===== src/rtl/vga_tile_renderer.sv =====
// vga_tile_renderer
//   Pixel stage behind the VGA timing counters. Each visible pixel is mapped onto
//   a 5x5 grid of CELL_W x CELL_H colour cells held in a writable pattern file.
//   Visible pixels that fall outside the grid are painted BORDER.
//
// Ports
//   clk, rst          pixel clock (rising edge), asynchronous active-high reset
//   h_count, v_count  raw counters from the timing stage
//   h_sync_in/v_sync_in sync strobes from the timing stage
//   wr_en/wr_x/wr_y/wr_data  pattern write port ({r,g,b}); out-of-grid writes are dropped
//   r, g, b           registered pixel colour
//   h_sync, v_sync    input syncs delayed by 2 cycles
//   de                display enable, aligned with r/g/b and the syncs
//
// Flow control: none. One pixel is accepted and one produced on every clock;
// every output is valid on every cycle, exactly 2 cycles after its inputs.
module vga_tile_renderer #(
    parameter int          H_START = 241,
    parameter int          H_END   = 1039,
    parameter int          V_START = 67,
    parameter int          V_END   = 665,
    parameter int          CELL_W  = 160,
    parameter int          CELL_H  = 120,
    parameter logic [11:0] BORDER  = 12'h00F
) (
    input  logic        clk,
    input  logic        rst,
    input  logic [10:0] h_count,
    input  logic [10:0] v_count,
    input  logic        h_sync_in,
    input  logic        v_sync_in,
    input  logic        wr_en,
    input  logic [2:0]  wr_x,
    input  logic [2:0]  wr_y,
    input  logic [11:0] wr_data,
    output logic [3:0]  r,
    output logic [3:0]  g,
    output logic [3:0]  b,
    output logic        h_sync,
    output logic        v_sync,
    output logic        de
);

    localparam logic [10:0] HS      = 11'(H_START);
    localparam logic [10:0] HE      = 11'(H_END);
    localparam logic [10:0] VS      = 11'(V_START);
    localparam logic [10:0] VE      = 11'(V_END);
    localparam logic [10:0] CW_LAST = 11'(CELL_W - 1);
    localparam logic [10:0] CH_LAST = 11'(CELL_H - 1);
    localparam logic [2:0]  OUTSIDE = 3'd5;   // column/row index meaning "past the grid"

    logic [10:0] sub_x, sub_x_n, sub_y, sub_y_n;
    logic [2:0]  col, col_n, row, row_n;
    logic        vis;

    logic [2:0]  col_s1, row_s1;
    logic        vis_s1, hs_s1, vs_s1;

    logic [11:0] pat [0:4][0:4];   // pat[row][col]
    logic [11:0] cell_rgb;

    // The tracker "next" values are the coordinates of the pixel being presented
    // this cycle, so stage 1 captures them directly.
    always_comb begin
        sub_x_n = sub_x;
        col_n   = col;
        if (h_count == HS) begin
            sub_x_n = '0;
            col_n   = '0;
        end else if (h_count > HS && h_count <= HE) begin
            if (sub_x == CW_LAST) begin
                sub_x_n = '0;
                col_n   = (col == OUTSIDE) ? OUTSIDE : col + 3'd1;
            end else begin
                sub_x_n = sub_x + 11'd1;
            end
        end
    end

    // Vertical tracker steps once per line, on the h_count == 0 cycle.
    always_comb begin
        sub_y_n = sub_y;
        row_n   = row;
        if (h_count == 11'd0) begin
            if (v_count == VS) begin
                sub_y_n = '0;
                row_n   = '0;
            end else if (v_count > VS && v_count <= VE) begin
                if (sub_y == CH_LAST) begin
                    sub_y_n = '0;
                    row_n   = (row == OUTSIDE) ? OUTSIDE : row + 3'd1;
                end else begin
                    sub_y_n = sub_y + 11'd1;
                end
            end
        end
    end

    assign vis = (h_count >= HS) && (h_count <= HE) && (v_count >= VS) && (v_count <= VE);

    always_ff @(posedge clk or posedge rst) begin
        if (rst) begin
            sub_x  <= '0;
            col    <= '0;
            sub_y  <= '0;
            row    <= '0;
            col_s1 <= '0;
            row_s1 <= '0;
            vis_s1 <= 1'b0;
            hs_s1  <= 1'b0;
            vs_s1  <= 1'b0;
        end else begin
            sub_x  <= sub_x_n;
            col    <= col_n;
            sub_y  <= sub_y_n;
            row    <= row_n;
            col_s1 <= col_n;
            row_s1 <= row_n;
            vis_s1 <= vis;
            hs_s1  <= h_sync_in;
            vs_s1  <= v_sync_in;
        end
    end

    // Pattern file. Reads below see the pre-write value on a same-cycle hit.
    always_ff @(posedge clk or posedge rst) begin
        if (rst) begin
            for (int i = 0; i < 5; i++)
                for (int j = 0; j < 5; j++)
                    pat[i][j] <= (((i + j) % 2) == 0) ? 12'hFFF : 12'h000;
        end else if (wr_en) begin
            for (int i = 0; i < 5; i++)
                for (int j = 0; j < 5; j++)
                    if (wr_y == 3'(i) && wr_x == 3'(j))
                        pat[i][j] <= wr_data;
        end
    end

    always_comb begin
        cell_rgb = BORDER;
        for (int i = 0; i < 5; i++)
            for (int j = 0; j < 5; j++)
                if (row_s1 == 3'(i) && col_s1 == 3'(j))
                    cell_rgb = pat[i][j];
    end

    always_ff @(posedge clk or posedge rst) begin
        if (rst) begin
            {r, g, b} <= '0;
            de        <= 1'b0;
            h_sync    <= 1'b0;
            v_sync    <= 1'b0;
        end else begin
            {r, g, b} <= vis_s1 ? cell_rgb : 12'h000;
            de        <= vis_s1;
            h_sync    <= hs_s1;
            v_sync    <= vs_s1;
        end
    end

endmodule


===== config.mk =====
export PLATFORM = sky130hd
export DESIGN_NAME = vga_tile_renderer
export DESIGN_NICKNAME = d
export VERILOG_FILES = /design/src/rtl/vga_tile_renderer.sv
export SDC_FILE = /design/constraint.sdc
export NUM_CORES = 1
export LEC_CHECK = 0
export BUFFER_PORTS_ARGS = -buffer_cell sky130_fd_sc_hd__buf_2
export CAP_MARGIN = 10
export CORE_MARGIN = 2
export CORE_UTILIZATION = 50
export CTS_CLUSTER_SIZE = 20
export DETAILED_ROUTE_END_ITERATION = 10
export PLACE_DENSITY_LB_ADDON = 0.15
export REMOVE_ABC_BUFFERS = 1
export SYNTH_ARGS = -nofsm -noshare
export SYNTH_HDL_FRONTEND = slang
export SYNTH_SLANG_ARGS = --single-unit
export TNS_END_PERCENT = 50

===== constraint.sdc =====
create_clock -name clk -period 14 [get_ports clk]
set_input_delay 1.4 -clock clk [delete_from_list [all_inputs] [get_ports clk]]
set_output_delay 1.4 -clock clk [all_outputs]
set_load 0.005 [all_outputs]

Word level (Yosys, flattened, before mapping)

Cells that the tools add are included.

Flip-flop bits (word level): 346
Bits in latches: 0
RAM bits: 0
Bits in read-only memories: 0
Input port bits: 45
Output and inout bits: 15
Word-level logic and storage cells: 202
Memories kept: 0

Add/sub/neg operators: 4
Multiply operators: 0
Div/mod/pow operators: 0
Order comparisons: 6
Equality and inequality tests: 22
Shift operators: 0
Multiplexer cells: 40
Bitwise gates (word level): 0
Reductions and logical operators: 92

Operator list:

| cell                  | number |
|---|---|
| $mux 12               | 26 |
| $mux 11               | 6 |
| $logic_and 1x1->1     | 55 |
| $reduce_and 2->1      | 27 |
| $eq 3x2->1 const B    | 8 |
| $mux 3                | 8 |
| $add 11x1->11 const B | 2 |
| $eq 11x7->1 const B   | 2 |
| $eq 11x8->1 const B   | 2 |
| $eq 3x3->1 const B    | 6 |
| $eq 3x1->1 const B    | 4 |
| $logic_not 3->1       | 4 |
| $ge 11x7->1 const B   | 1 |
| $ge 11x8->1 const B   | 1 |
| $gt 11x7->1 const B   | 1 |
| $gt 11x8->1 const B   | 1 |
| $le 11x10->1 const B  | 1 |
| $le 11x11->1 const B  | 1 |
| $logic_not 11->1      | 1 |
| $reduce_bool 2->1     | 4 |
| $add 3x1->3 const B   | 2 |
| $reduce_and 3->1      | 1 |

Logic depth before layout (Yosys ltp)

Depth in word-level cells: 28
Gate-level depth with buffers: 14
Depth with buffers taken out: 9

Least setup slack after synthesis

No wires, ideal clock.

Path type: in2reg
Start point: input h_count[1]
End point: register sub_x[5]
Library setup time: 129 ps
Data arrival time: 2928 ps
Required time: 13871 ps
Path slack: 10943 ps
Stages on the path: 6
Buffers on the path: 1
Cells stage by stage: or4_1 > nor2_1 > a31o_2 > or2_2 > clkbuf_1 > o41ai_1

Word-level cells in the longest chain between the ends: 3
Elaborated cells between the ends (all ways): 6
Those cells by class: 2 x order compare; 1 x eq/ne; 1 x mux; 2 x reduce/logical

RTL lines:

| element                                            | line | text |
|---|---|---|
| start, declared                                    | 28   | `input logic [10:0] h_count,` |
| $gt 11x8->1 / $le 11x11->1 (equally long branches) | 70   | `end else if (h_count > HS && h_count <= HE) begin` |
| $logic_and 1x1->1                                  | 70   |  |
| $reduce_bool 2->1 (no line)                        | n/a  |  |
| end signal, assigned                               | 113  | `sub_x <= sub_x_n;` |
| end, declared                                      | 52   | `logic [10:0] sub_x, sub_x_n, sub_y, sub_y_n;` |

Parallel ways exist; a longest one is shown, timed or not.
A chain may end at the register's enable or synchronous reset.

Worst setup path after layout

Start point: register col_s1[2]
End point: register b[2]

Word-level cells in the longest chain between the ends: 28
Elaborated cells between the ends (all ways): 56
Those cells by class: 4 x eq/ne; 26 x mux; 26 x reduce/logical

RTL lines:

| element                | line | text |
|---|---|---|
| start, declared        | 56   | `logic [2:0] col_s1, row_s1;` |
| start signal, assigned | 117  | `col_s1 <= col_n;` |
| $logic_not 3->1        | 143  | `if (row_s1 == 3'(i) && col_s1 == 3'(j))` |
| $logic_and 1x1->1      | 143  |  |
| $mux 12 (24 in series) | 143  |  |
| $mux 12 *              | 143  |  |
| $mux 12 *              | 154  | `{r, g, b} <= vis_s1 ? cell_rgb : 12'h000;` |
| end signal, assigned   | 154  |  |
| end, declared          | 38   | `output logic [3:0] b,` |

Every way passes the cells marked *; elsewhere a longest branch is shown, timed or not.

==> results.py <==
metrics = {
    "status": {
        "outcome": "finished, final reports clean",
    },
    "worst_setup_path": {
        "reg2reg_depth": 6,
        "crit_buf_inv": 0,
        "startpoint": "col_s1[2]",
        "critPathMaxFanout": 34,
        "crit_arrival_ps": 4370,
        "cpMaxStageDelayCell": "dfrtp_1",
        "r2r-start": "col_s1[2]",
        "critical_path_class": "flip-flop to flip-flop",
        "required_ps": 14440,
        "crit_path_end_kind": "flip-flop",
        "cpPeakStageDelay_ps": 1190,
        "cp-start-kind": "flip-flop",
        "path_delay_family": "simple AND/OR/NAND/NOR gates",
        "path_cells": "or4b_4 -> nor2_1 -> a221o_1 -> a211oi_1 -> or4_1 -> a41oi_2",
        "rrSetupSlack_ps": 10070,
        "r2r_end": "b[2]",
    },
    "timing": {
        "slew_viol_final": 0,
        "worst_pin_slew_ps": 1310,
        "finalHoldViolations": 0,
        "holdWs_ps": 347,
        "layout_min_cycle_time_ps": 3930,
        "tns_ps": 0,
        "setup_viol": 0,
        "relSlewSlack": 0.128,
        "fin_crit_sh": 0.281,
        "max_freq_ghz": 0.255,
        "rsz0062_at_grt": "no",
        "skew_ps": 11.0,
    },
    "clock_tree": {
        "cts_made_buffers": 38,
        "cts_hold_buf": 0,
        "cts_tree": "built",
        "cts_max_level": 2,
        "post-cts-setup-buffers": 0,
        "clk_latency_ps": 520,
        "cts.path.max_buffers": 3,
        "cts_sinks": 346,
        "cts_root_buffer": "clkbuf_16",
        "cts_resized": 0,
        "clk_pin_slew_ps": 60,
    },
    "cells_and_area": {
        "syn_to_final_growth_pct": 10.8,
        "num_antenna_cells": 0,
        "drive_above_1_share": 0.412,
        "final_nets": 1523,
    },
    "detailed_routing": {
        "dr.pass1.iters": 5,
        "vias": 12664,
        "wl_per_cell_um": 26.2,
        "antenna_left": 0,
        "wl_mm": 51.2,
        "drc_errors": 0,
        "dr.first_iter.drc_count": 1267,
        "post_drt_via_cell_ratio": 6.49,
    },
    "synthesis": {
        "synth_top_area_frac": 0.279,
        "synthArstFlopShare": 1.00,
        "synthCells": 1463,
        "synth_top_cell_by_area": "dfrtp_1",
        "synth.yosys.warnings": 0,
        "postSynthAreaPerCell_um2": 11.6,
        "synth.most_common_cell": "mux2_2",
        "ys_ff_latch": 346,
        "synth.distinct_cells": 83,
        "synth_ff_type": "dfrtp_1",
        "netlist_top_cells_area": "dfrtp_1 (28%), dfstp_2 (24%), mux2_2 (20%), o21ai_0 (2.6%), nand2_1 (2.2%)",
        "synthTopCellsByCount": "mux2_2 (302), dfrtp_1 (190), dfstp_2 (156)",
        "synth.cell_area_mm2": 0.0170,
        "synth-edff-count": 0,
        "synth-seq-area-share": 0.520,
    },
    "floorplanning": {
        "fp.dieH_um": 188,
        "ios": 60,
        "die_w_um": 188,
        "dieArea_mm2": 0.0355,
        "core_area_mm2": 0.0335,
        "start_util": 0.507,
        "num_rows": 67,
    },
    "place": {
        "place_congestion": 0.916,
        "hpwl_mm": 34.5,
        "io_buffer_count": 59,
    },
    "min_path": {
        "whs_path_depth": 0,
        "min_to": "v_sync",
        "min_from": "vs_s1",
        "hp-class": "flip-flop to flip-flop",
    },
    "global_route": {
        "grt_max_degree": 128,
        "grt_pass1_vias": 12507,
        "grt_pass1_wl_mm": 78.9,
        "antenna_found_initial": 1,
        "grt-ovfl-total": 0,
        "grt_usage": 0.292,
    },
    "power_and_ir_drop": {
        "p_per_area_mw_per_mm2": 136,
        "vdd_drop_max_mv": 0.0891,
        "leakage_nw": 8.09,
    },
    "run": {
        "max_cap_viol_count": 0,
    },
}
[final cells by class]
type	count	area [µm²]
Fill cell	2852	14700
Sequential cell	346	8850
Multi-Input combinational cell	1005	7660
Clock buffer	62	1200
Tap cell	448	561
Timing Repair Buffer	71	385
Clock inverter	8	140
Inverter	12	52.6
[cell families (layout without fill, tap and decap cells)]
kind of cell	count (synthesis)	in the layout	share of synthesized area
AOI/OAI and AO/OA	314	314	0.122
xor gates and xnor gates	4	4	0.00206
adders and majority gates	4	4	0.00294
buffers and inverters	112	153	0.0296
DFF	346	346	0.520
muxes	308	308	0.203
and+or+nand+nor	375	375	0.119
[routing by layer]
layer / up-vias / GRT usage / wire (µm)
met5: - / 0 / 13
met4: 2 / 0.107 / 1850
met3: 118 / 0.0490 / 3660
met2: 539 / 0.438 / 22700
met1: 6545 / 0.428 / 22900
li1: 5460 / - / -
[how the worst max path moves through the flow]
stage	endpoint	slack [ps]	cells past startpoint
6_report	b[2]	10070	6
5_1_grt	b[2]	9850	8
4_1_cts	b[2]	10170	6
3_5_place_dp	g[1]	9750	4
3_3_place_gp	pat[231]	9750	4
2_1_floorplan	b[0]	3260	1
[through the flow]
step                cell area [µm²]   util  std cells  power (mW)  worst slack [ps]
floorplan                     16600      -       1363        1.41              3260
global placement              17500  0.522       1882        1.50              9750
detailed placement            17500  0.522       1882        1.52              9750
CTS                           18900  0.562       1952        2.58             10170
global route                  18900  0.562       1952        2.67              9850
finish                        18900  0.562       1952        2.57             10070
[report_power, final]
group | internal [mW] | leakage (nW) | switching (mW)
Combinational | 0.124 | 3.29 | 0.129
Sequential | 1.17 | 4.14 | 0.0790
Clock | 0.662 | 0.662 | 0.407
[cell usage in the layout, fill, tap and decap left out, types with 5 or more instances in the layout]
cell / n
or3_1: 9
nor3_1: 23
and3_1: 14
nand4_1: 10
nor2_1: 87
nand2_1: 99
a221oi_1: 10
mux2i_1: 6
nand2b_1: 15
buf_4: 12
clkbuf_16: 41
clkbuf_8: 10
dfrtp_1: 190
nor3b_1: 6
clkbuf_1: 11
a31oi_1: 9
or4_1: 5
a211oi_1: 8
and2_1: 6
a22oi_1: 18
o31ai_1: 13
o221ai_1: 13
o21ai_0: 87
nand3_1: 39
a32oi_1: 9
buf_2: 59
a21oi_1: 52
o211ai_1: 11
dfstp_2: 156
nor4_1: 8
a22o_1: 8
nor2b_1: 13
mux2_2: 302
o22ai_1: 22
inv_1: 11
[registers in the layout, indices dropped and copies added (netlist names)]
name    cells
row_s1      3
col_s1      3
b           4
sub_x      11
de          1
g           4
sub_y      11
hs_s1       1
vs_s1       1
vis_s1      1
pat       300
h_sync      1
v_sync      1
r           4
Note: power is estimated with default switching activity, not from simulation.
